==> config.mk <==
export PLATFORM = sky130hd
export DESIGN_NAME = alu_arbiter_flat
export DESIGN_NICKNAME = d
export VERILOG_FILES = /design/src/rtl/alu_arbiter_pkg.sv /design/src/rtl/alu_arbiter_if.sv /design/src/rtl/rr_arb2.sv /design/src/rtl/alu_arbiter.sv /design/src/flat_wrapper.sv
export SDC_FILE = /design/constraint.sdc
export NUM_CORES = 1
export LEC_CHECK = 0
export BUFFER_PORTS_ARGS = -buffer_cell sky130_fd_sc_hd__buf_2
export CAP_MARGIN = 20
export CORE_ASPECT_RATIO = 0.5
export CORE_MARGIN = 1.5
export CORE_UTILIZATION = 25
export CTS_CLUSTER_DIAMETER = 60
export CTS_CLUSTER_SIZE = 25
export DETAILED_ROUTE_END_ITERATION = 10
export GPL_TIMING_DRIVEN = 0
export SLEW_MARGIN = 20
export SYNTH_ARGS = -nofsm -noshare
export SYNTH_HDL_FRONTEND = slang
export SYNTH_SLANG_ARGS = --single-unit
==> constraint.sdc <==
create_clock -name clk -period 4.8 [get_ports clk]
set_input_delay 0.96 -clock clk [delete_from_list [all_inputs] [get_ports clk]]
set_output_delay 0.96 -clock clk [all_outputs]
set_load 0.03 [all_outputs]
==> src/rtl/alu_arbiter_pkg.sv <==
// Shared types for alu_arbiter: opcodes, FSM state, counter width and the ALU datapath function.
package alu_arbiter_pkg;

  typedef enum logic [2:0] {
    OpAnd   = 3'd0,
    OpOr    = 3'd1,
    OpXor   = 3'd2,
    OpNor   = 3'd3,
    OpAdd   = 3'd4,
    OpSub   = 3'd5,
    OpPassA = 3'd6,
    OpNotA  = 3'd7
  } opcode_e;

  typedef enum logic {
    StEmpty = 1'b0,
    StFull  = 1'b1
  } state_e;

  localparam int unsigned OpCountWidth = 16;

  typedef struct packed {
    logic [31:0] data;
    logic        carry;
  } alu_res_t;

  function automatic alu_res_t alu_compute(opcode_e op, logic [31:0] a, logic [31:0] b);
    alu_res_t    r;
    logic [32:0] sum;
    r   = '0;
    sum = '0;
    unique case (op)
      OpAnd:   r.data = a & b;
      OpOr:    r.data = a | b;
      OpXor:   r.data = a ^ b;
      OpNor:   r.data = ~(a | b);
      OpAdd: begin
        sum     = {1'b0, a} + {1'b0, b};
        r.data  = sum[31:0];
        r.carry = sum[32];
      end
      OpSub: begin
        // Bit 32 is the no-borrow flag.
        sum     = {1'b0, a} + {1'b0, ~b} + 33'd1;
        r.data  = sum[31:0];
        r.carry = sum[32];
      end
      OpPassA: r.data = a;
      OpNotA:  r.data = ~a;
      default: r = '0;
    endcase
    return r;
  endfunction

endpackage

==> src/rtl/alu_arbiter_if.sv <==
// Request/result bus of alu_arbiter; slave is the arbiter, master is the requester/consumer side.
interface alu_arbiter_if;
  import alu_arbiter_pkg::*;

  logic [1:0]              req_valid;
  logic [1:0]              req_ready;
  logic [2:0]              req_op0;
  logic [2:0]              req_op1;
  logic [31:0]             req_a0;
  logic [31:0]             req_a1;
  logic [31:0]             req_b0;
  logic [31:0]             req_b1;
  logic                    res_valid;
  logic                    res_ready;
  logic [31:0]             res_data;
  logic                    res_id;
  logic                    res_carry;
  logic                    res_zero;
  logic                    res_ones;
  logic [OpCountWidth-1:0] op_count;

  modport slave (
    input  req_valid, req_op0, req_op1, req_a0, req_a1, req_b0, req_b1, res_ready,
    output req_ready, res_valid, res_data, res_id, res_carry, res_zero, res_ones, op_count
  );

  modport master (
    output req_valid, req_op0, req_op1, req_a0, req_a1, req_b0, req_b1, res_ready,
    input  req_ready, res_valid, res_data, res_id, res_carry, res_zero, res_ones, op_count
  );

endinterface

==> src/rtl/rr_arb2.sv <==
// Two-way round-robin grant; the last-grant pointer moves only when upd is set.
module rr_arb2 (
  input  logic       clk,
  input  logic       rst,
  input  logic [1:0] req,
  input  logic       en,
  input  logic       upd,
  output logic [1:0] gnt
);

  logic last_q;

  always_comb begin
    gnt = 2'b00;
    if (en) begin
      unique case (req)
        2'b01:   gnt = 2'b01;
        2'b10:   gnt = 2'b10;
        2'b11:   gnt = last_q ? 2'b01 : 2'b10;
        default: gnt = 2'b00;
      endcase
    end
  end

  // Reset to 1 so requester 0 wins the first tie.
  always_ff @(posedge clk) begin
    if (rst) begin
      last_q <= 1'b1;
    end else if (upd) begin
      last_q <= gnt[1];
    end
  end

endmodule

==> src/rtl/alu_arbiter.sv <==
// Two-requester ALU with round-robin arbitration and a one-entry result register.
// Define ALU_ARBITER_FLAGS_EN to build the registered res_zero/res_ones flags.
module alu_arbiter
  import alu_arbiter_pkg::*;
(
  input  logic          clk,
  input  logic          rst,
  alu_arbiter_if.slave  bus
);

  state_e                  state_q, state_d;
  logic                    can_grant;
  logic                    accept;
  logic                    res_valid;
  logic [1:0]              gnt;
  logic                    sel;
  logic [2:0]              op_sel;
  logic [31:0]             a_sel, b_sel;
  alu_res_t                alu_res;
  logic [31:0]             data_q;
  logic                    id_q;
  logic                    carry_q;
  logic [OpCountWidth-1:0] count_q;

  rr_arb2 u_arb (
    .clk (clk),
    .rst (rst),
    .req (bus.req_valid),
    .en  (can_grant),
    .upd (accept),
    .gnt (gnt)
  );

  assign accept        = |(gnt & bus.req_valid);
  assign bus.req_ready = gnt;

  always_ff @(posedge clk) begin
    if (rst) begin
      state_q <= StEmpty;
    end else begin
      state_q <= state_d;
    end
  end

  always_comb begin
    state_d = state_q;
    unique case (state_q)
      StEmpty: if (accept) state_d = StFull;
      StFull:  if (bus.res_ready && !accept) state_d = StEmpty;
      default: state_d = StEmpty;
    endcase
  end

  always_comb begin
    can_grant = 1'b0;
    res_valid = 1'b0;
    unique case (state_q)
      StEmpty: can_grant = !rst;
      StFull: begin
        can_grant = !rst && bus.res_ready;
        res_valid = 1'b1;
      end
      default: ;
    endcase
  end

  assign sel     = gnt[1];
  assign op_sel  = sel ? bus.req_op1 : bus.req_op0;
  assign a_sel   = sel ? bus.req_a1  : bus.req_a0;
  assign b_sel   = sel ? bus.req_b1  : bus.req_b0;
  assign alu_res = alu_compute(opcode_e'(op_sel), a_sel, b_sel);

  always_ff @(posedge clk) begin
    if (rst) begin
      data_q  <= '0;
      id_q    <= 1'b0;
      carry_q <= 1'b0;
    end else if (accept) begin
      data_q  <= alu_res.data;
      id_q    <= sel;
      carry_q <= alu_res.carry;
    end
  end

`ifdef ALU_ARBITER_FLAGS_EN
  logic zero_q, ones_q;

  always_ff @(posedge clk) begin
    if (rst) begin
      zero_q <= 1'b0;
      ones_q <= 1'b0;
    end else if (accept) begin
      zero_q <= &(~alu_res.data);
      ones_q <= &alu_res.data;
    end
  end

  assign bus.res_zero = zero_q;
  assign bus.res_ones = ones_q;
`else
  assign bus.res_zero = 1'b0;
  assign bus.res_ones = 1'b0;
`endif

  always_ff @(posedge clk) begin
    if (rst) begin
      count_q <= '0;
    end else if (accept && (count_q != {OpCountWidth{1'b1}})) begin
      count_q <= count_q + 1'b1;
    end
  end

  assign bus.res_valid = res_valid;
  assign bus.res_data  = data_q;
  assign bus.res_id    = id_q;
  assign bus.res_carry = carry_q;
  assign bus.op_count  = count_q;

endmodule

==> src/flat_wrapper.sv <==
// flat-port wrapper written by rule: the top's interface ports become plain ports
module alu_arbiter_flat import alu_arbiter_pkg::*;
  (clk, rst, bus_req_valid, bus_req_op0, bus_req_op1, bus_req_a0, bus_req_a1, bus_req_b0, bus_req_b1, bus_res_ready, bus_req_ready, bus_res_valid, bus_res_data, bus_res_id, bus_res_carry, bus_res_zero, bus_res_ones, bus_op_count);
  alu_arbiter_if bus_i ();
  input  logic clk;
  input  logic rst;
  input wire logic [$bits(bus_i.req_valid)-1:0] bus_req_valid;
  input wire logic [$bits(bus_i.req_op0)-1:0] bus_req_op0;
  input wire logic [$bits(bus_i.req_op1)-1:0] bus_req_op1;
  input wire logic [$bits(bus_i.req_a0)-1:0] bus_req_a0;
  input wire logic [$bits(bus_i.req_a1)-1:0] bus_req_a1;
  input wire logic [$bits(bus_i.req_b0)-1:0] bus_req_b0;
  input wire logic [$bits(bus_i.req_b1)-1:0] bus_req_b1;
  input wire logic [$bits(bus_i.res_ready)-1:0] bus_res_ready;
  output wire logic [$bits(bus_i.req_ready)-1:0] bus_req_ready;
  output wire logic [$bits(bus_i.res_valid)-1:0] bus_res_valid;
  output wire logic [$bits(bus_i.res_data)-1:0] bus_res_data;
  output wire logic [$bits(bus_i.res_id)-1:0] bus_res_id;
  output wire logic [$bits(bus_i.res_carry)-1:0] bus_res_carry;
  output wire logic [$bits(bus_i.res_zero)-1:0] bus_res_zero;
  output wire logic [$bits(bus_i.res_ones)-1:0] bus_res_ones;
  output wire logic [$bits(bus_i.op_count)-1:0] bus_op_count;
  assign bus_i.req_valid = bus_req_valid;
  assign bus_i.req_op0 = bus_req_op0;
  assign bus_i.req_op1 = bus_req_op1;
  assign bus_i.req_a0 = bus_req_a0;
  assign bus_i.req_a1 = bus_req_a1;
  assign bus_i.req_b0 = bus_req_b0;
  assign bus_i.req_b1 = bus_req_b1;
  assign bus_i.res_ready = bus_res_ready;
  assign bus_req_ready = bus_i.req_ready;
  assign bus_res_valid = bus_i.res_valid;
  assign bus_res_data = bus_i.res_data;
  assign bus_res_id = bus_i.res_id;
  assign bus_res_carry = bus_i.res_carry;
  assign bus_res_zero = bus_i.res_zero;
  assign bus_res_ones = bus_i.res_ones;
  assign bus_op_count = bus_i.op_count;
  alu_arbiter u_core (.clk(clk), .rst(rst), .bus(bus_i));
endmodule
After elaboration in Yosys (flattened, before gate mapping)

Cells that the tools add are included.

Word-level logic and storage cells: 49
Input bits: 139
Memories: 0
Memory bits (writable): 0
Bits in read-only memories: 0
Output and inout bits: 55
Bits in latches: 0
Register bits: 52

Reductions and logical operators: 7
Div/mod/pow operators: 0
Muxes and demuxes: 13
$add $sub $neg: 4
Shift-type cells: 0
Bitwise operators: 8
$mul: 0
Equal/unequal tests: 11
Order comparisons: 0

Operators by type and width:

| operator              | number |
|---|---|
| $pmux 32 s8           | 1 |
| $not 32->32           | 3 |
| $add 32x32->33        | 2 |
| $mux 32               | 2 |
| $add 33x1->33 const B | 1 |
| $and 32x32->32        | 1 |
| $or 32x32->32         | 1 |
| $xor 32x32->32        | 1 |
| $add 16x1->16 const B | 1 |
| $ne 16x16->1 const B  | 1 |
| $eq 3x3->1 const B    | 4 |
| $eq 3x2->1 const B    | 2 |
| $pmux 1 s2            | 3 |
| $pmux 2 s3            | 1 |
| $eq 2x2->1 const B    | 2 |
| $mux 2                | 2 |
| $eq 3x1->1 const B    | 1 |
| $logic_and 1x1->1     | 3 |
| $logic_not 3->1       | 1 |
| $mux 1                | 3 |
| $mux 3                | 1 |
| $and 2x2->2           | 1 |
| $eq 2x1->1 const B    | 1 |
| $logic_not 1->1       | 2 |
| 2 further kinds       | 2 |

Logic depth before layout (Yosys ltp)

Depth after elaboration: 10
Mapped depth: 21
Depth with buffers taken out: 18

Cells and area by module

A second synthesis with hierarchy kept.

Cell total of the unflattened synthesis: 1,188
Area, all modules: 8,379.3 µm²

By module, submodules not included:

| module      | times used | area an instance (µm²) | cells an instance | sequential area each (µm²) |
|---|---|---|---|---|
| alu_arbiter | 1          | 8,314.2                | 1,179             | 1,021.0 |
| rr_arb2     | 1          | 65.1                   | 9                 | 20.0 |

Worst setup path after synthesis

No wires, ideal clock.

Path kind: input port to flip-flop
Start: input port bus_res_ready
End: register u_core.data_q[30], in the netlist u_core.bus.res_data[30]
Setup time: 0.122 ns
Stages: 18
Arrival: 4.980 ns
Path buffers: 4
Required time: 4.678 ns
Path slack: -0.301 ns
Cell sequence: nand2b_1 nand3_2 buf_4 buf_1 clkbuf_1 mux2i_1 ha_1 buf_4 a21oi_1 o211ai_2 a21oi_1 o211a_1 a21boi_1 a221o_1 a2111oi_4 a221oi_2 mux2i_1 a221o_1

Longest elaborated chain between the ends: 8
Elaborated cells on any way between the ends: 26
Those cells by class: add/sub (3); eq/ne (7); mux (6); bitwise (7); reduce/logical (3)

RTL lines:

| what                  | line                  | RTL |
|---|---|---|
| from (decl)           | flat_wrapper.sv:14    | `input wire logic [$bits(bus_i.res_ready)-1:0] bus_res_ready;` |
| $logic_and 1x1->1 (*) | alu_arbiter.sv:60     | `can_grant = !rst && bus.res_ready;` |
| $pmux 1 s2 (*)        | alu_arbiter.sv:57     | `unique case (state_q)` |
| $mux 2 (*)            | rr_arb2.sv:15         | `if (en) begin` |
| $mux 32               | alu_arbiter.sv:70     | `assign b_sel = sel ? bus.req_b1 : bus.req_b0;` |
| $not 32->32           | alu_arbiter_pkg.sv:44 | `sum = {1'b0, a} + {1'b0, ~b} + 33'd1;` |
| $add 32x32->33        | alu_arbiter_pkg.sv:44 |  |
| $add 33x1->33         | alu_arbiter_pkg.sv:44 |  |
| $pmux 32 s8           | alu_arbiter_pkg.sv:32 | `unique case (op)` |
| to (signal assigned)  | alu_arbiter.sv:79     | `data_q <= alu_res.data;` |
| to (decl)             | alu_arbiter.sv:20     | `logic [31:0] data_q;` |

Mark *: on every way between the ends. The rest lies on a longest branch, timed or not.
A chain may end at the register's enable or synchronous reset.

Final worst setup path

Start: input port bus_req_valid[1]
End: register u_core.data_q[30], in the netlist u_core.bus.res_data[30]

Longest elaborated chain between the ends: 8
Elaborated cells on any way between the ends: 28
Those cells by class: add/sub (3); eq/ne (10); mux (6); bitwise (7); reduce/logical (2)

RTL lines:

| what                                     | line                  | RTL |
|---|---|---|
| from (decl)                              | flat_wrapper.sv:7     | `input wire logic [$bits(bus_i.req_valid)-1:0] bus_req_valid;` |
| $eq 2x2->1 or $eq 2x1->1 (tied branches) | rr_arb2.sv:16         | `unique case (req)` |
| $pmux 2 s3                               | rr_arb2.sv:16         |  |
| $mux 2                                   | rr_arb2.sv:15         |  |
| $mux 32                                  | alu_arbiter.sv:70     |  |
| $not 32->32                              | alu_arbiter_pkg.sv:44 |  |
| $add 32x32->33                           | alu_arbiter_pkg.sv:44 |  |
| $add 33x1->33                            | alu_arbiter_pkg.sv:44 |  |
| $pmux 32 s8                              | alu_arbiter_pkg.sv:32 |  |

Several ways; a longest one is shown, not always the timed one.

==> results.yml <==
global_route:
  grt_pass1_vias: 9915
  grt_usage: 0.237
  antenna_found_initial: 0
  grt_first_pass_wirelength_um: 63300
  grt_max_degree: 18
  gr-total-overflow: 0
floorplanning:
  die_width_um: 266
  core_area_um2: 33600
  fp-row-count: 47
  ioPinCount: 194
  initial_core_util: 0.258
  die_area_um2: 35800
  die-height_um: 135
power:
  comb_power_share: 0.651
  leakage_nw: 4.98
  ir_drop_uv: 106
  seqPwrFrac: 0.189
  power_mw: 2.72
  clockPowerShare: 0.160
  p_sw_mw: 1.40
  p_int_mw: 1.32
  power_density_nw_per_um2: 236
  switching_share: 0.515
layout:
  area_growth_pct: 33.3
  antenna_cells: 0
  layout.nets: 1679
  final_core_util: 0.343
  fillCellCount: 3655
  drive_gt1_frac: 0.274
hold_path:
  whs_path_depth: 2
  hold_end: "u_core.bus.res_data[14]"
  hold_start: "u_core.bus.res_data[14]"
  hold_path_class: "flip-flop to flip-flop"
sta:
  slew_violations: 0
  setup_viol: 1
  hold_viol: 0
  relSlewSlack: 0.235
  fmax_mhz: 208
  tightest_slew_ps: 1150
  period_share: 1.00
  worst_slack_ps: -5.09
  setup-tns-final_ps: -5.09
  rsz0062_at_grt: "yes"
  min_period_ps: 4810
  fin_worst_skew_ps: 11.5
placed_design:
  hpwl_um: 32100
  port_buffers: 191
  gp_congestion: 1.03
clock_tree:
  root_buffer: "clkbuf_16"
  cts.path.max_buffers: 2
  cts.htree.levels: 2
  clock_sinks: 52
  cts_buffers: 5
  worst_skew_pair.late_latency_ps: 340
  clk_pin_slew_worst_paths_ps: 90
  cts_tree: "done"
synth:
  synth_top_cell_by_area: "ha_1"
  synth.yosys.seq_area_share: 0.120
  synthFlopType: "dfxtp_1"
  yosys_warnings: 0
  avgSynthCellArea_um2: 7.10
  synthTopCellsByArea: "ha_1, dfxtp_1, mux2i_1, a21oi_1, o21ai_0"
  async_reset_ff_frac: 0
  synth_top_area_frac: 0.140
  synth_cell_types: 84
  ys_seq_elements: 52
  synth_edf_count: 0
  synthCells: 1218
  syn_area_um2: 8650
drt:
  final_antenna_net_count: 0
  drcViolationCount: 0
  dr.pass1.iters: 5
  first_iter_violations: 1281
  vias: 10600
  wl_um: 43900
  avgViaCountPerCell: 5.58
  avgRoutedWirePerCell_um: 23.0
worst_setup_path:
  end_kind: "flip-flop"
  rr_worst_depth: 20
  start_kind: "input pin"
  worst_ep_arrival_time_ps: 5030
  reg2reg_slack_ps: 370
  rr_startpoint: "u_core.u_arb.last_q"
  crit_type: "input pin to flip-flop"
  r2r-end: "u_core.bus.res_data[30]"
  cp.required_ps: 5030
  critPathMaxFanout: 6
status:
  violations: "setup timing"
  status: "complete, but fails checks"
run:
  drv_cap: 0
==> power groups by stage <==
| stage | Sequential, mW | Combinational, mW | Clock, mW |
|---|---|---|---|
| 3_5_place_dp | 0.520 | 1.50 | 0 |
| 3_3_place_gp | 0.519 | 1.50 | 0 |
| 2_1_floorplan | 0.601 | 0.927 | 0 |
| 4_1_cts | 0.511 | 1.62 | 0.442 |
| 5_1_grt | 0.516 | 1.87 | 0.458 |
| 6_report | 0.512 | 1.77 | 0.436 |
==> repair_timing <==
| item | 4_1_cts | 5_1_grt |
|---|---|---|
| pin swaps | 14 | 23 |
| gates cloned | 1 | 0 |
| setup buffers | 17 | 8 |
| resized for setup | 100 | 77 |
| endpoints found under the setup margin | 26 | 11 |
| hold buffers | 0 | 0 |
==> placed cells by master (no fill, tap or decap), types with 10 or more instances in the layout <==
cell,Yosys,final
buf_2,25,212
a21oi_1,120,108
nand2_1,100,100
nor2_1,101,98
inv_1,99,96
ha_1,97,92
o21ai_0,96,91
dfxtp_1,52,52
xnor2_1,47,47
mux2i_1,65,33
buf_4,11,33
clkbuf_1,39,29
nor3_1,32,28
nand3_1,27,27
mux2i_4,1,25
a31oi_1,17,16
o22ai_1,17,16
xor2_1,14,14
o21bai_1,16,14
o211ai_1,14,14
a221oi_1,15,13
nand2b_1,12,12
or3_1,13,12
o31ai_1,12,11
nor2b_1,10,10
mux2i_2,2,10
==> final cells by class <==
type                            instances  area [µm²]  share of cell area
Multi-Input combinational cell        983        7640               0.663
Buffer                                 80         528              0.0458
Clock inverter                          3        22.5             0.00195
Sequential cell                        52        1040              0.0903
Clock buffer                            5         125              0.0109
Timing Repair Buffer                  218        1210               0.105
Inverter                              101         384              0.0333
Tap cell                              465         582              0.0505
==> how the worst max path moves through the flow <==
stage	depth (start not counted)	to	start
4_1_cts	21	u_core.bus.res_data[30]	bus_req_valid[1]
5_1_grt	20	u_core.bus.res_data[30]	bus_req_valid[1]
2_1_floorplan	20	u_core.bus.res_data[30]	bus_req_valid[1]
3_5_place_dp	19	u_core.bus.res_data[30]	rst
3_3_place_gp	19	u_core.bus.res_data[30]	rst
6_report	21	u_core.bus.res_data[30]	bus_req_valid[1]
==> per-layer routing <==
metal	part of all wire	track usage	up-vias
li1	-	-	4847
met1	0.42	0.309	5059
met2	0.43	0.365	577
met3	0.099	0.0520	149
met4	0.056	0.131	0
met5	0	0	-
==> per-stage QoR <==
| step | setup WS (ps) | std cells | hold slack (ps) | area [µm²] |
|---|---|---|---|---|
| after floorplan | 13.8 | 1219 | 477 | 8700 |
| after global placement | -1490 | 1875 | 440 | 10200 |
| after detailed placement | -1470 | 1876 | 443 | 10300 |
| after CTS | 14.2 | 1901 | 463 | 11100 |
| after global routing | -52.9 | 1907 | 483 | 11500 |
| final | -5.09 | 1907 | 458 | 11500 |
==> state kept, by name, summed over array words and instances (netlist names) <==
name                  flops
u_core.bus.res_carry      1
u_core.bus.op_count      16
u_core.bus.res_data      32
u_core.u_arb.last_q       1
u_core.state_q            1
u_core.bus.res_id         1
==> synthesized netlist by cell type (all sizes together) (10+ instances only) <==
| master | count |
|---|---|
| a21oi | 121 |
| o21ai | 102 |
| inv | 101 |
| nor2 | 101 |
| nand2 | 100 |
| ha | 97 |
| mux2i | 68 |
| dfxtp | 52 |
| xnor2 | 47 |
| buf | 44 |
| clkbuf | 39 |
| nor3 | 33 |
| nand3 | 29 |
| a221oi | 18 |
| a31oi | 18 |
| o22ai | 17 |
| o211ai | 16 |
| o21bai | 16 |
| xor2 | 14 |
| or3 | 13 |
| a211oi | 12 |
| nand2b | 12 |
| o31ai | 12 |
| nor4 | 11 |
| nor2b | 10 |
==> kinds of logic (layout without fill, tap and decap cells) <==
logic type / Yosys count / after routing / synth area share
DFF: 52 / 52 / 0.120
buffers and inverters: 184 / 407 / 0.0900
and+or+nand+nor: 336 / 336 / 0.182
other: 1 / 2 / 0.000434
xor gates and xnor gates: 61 / 61 / 0.0618
AOI/OAI and AO/OA: 411 / 411 / 0.311
muxes: 74 / 74 / 0.0893
adders and majority gates: 99 / 99 / 0.145
==> worst max-delay path: stages <==
cell       delay [ps]
buf_2             100
a21boi_4          220
nand3_4           140
buf_12            170
inv_4              80
buf_12            150
buf_12            160
mux2i_4           250
inv_2              60
ha_1              300
buf_6             130
a211oi_4          200
nor3_2             90
o311ai_1          280
o211a_1           280
a21boi_2          100
a221o_1           390
a2111oi_4         390
a221oi_4           90
mux2i_1           150
a221o_1           320
Power figures use the tool's default switching activity.
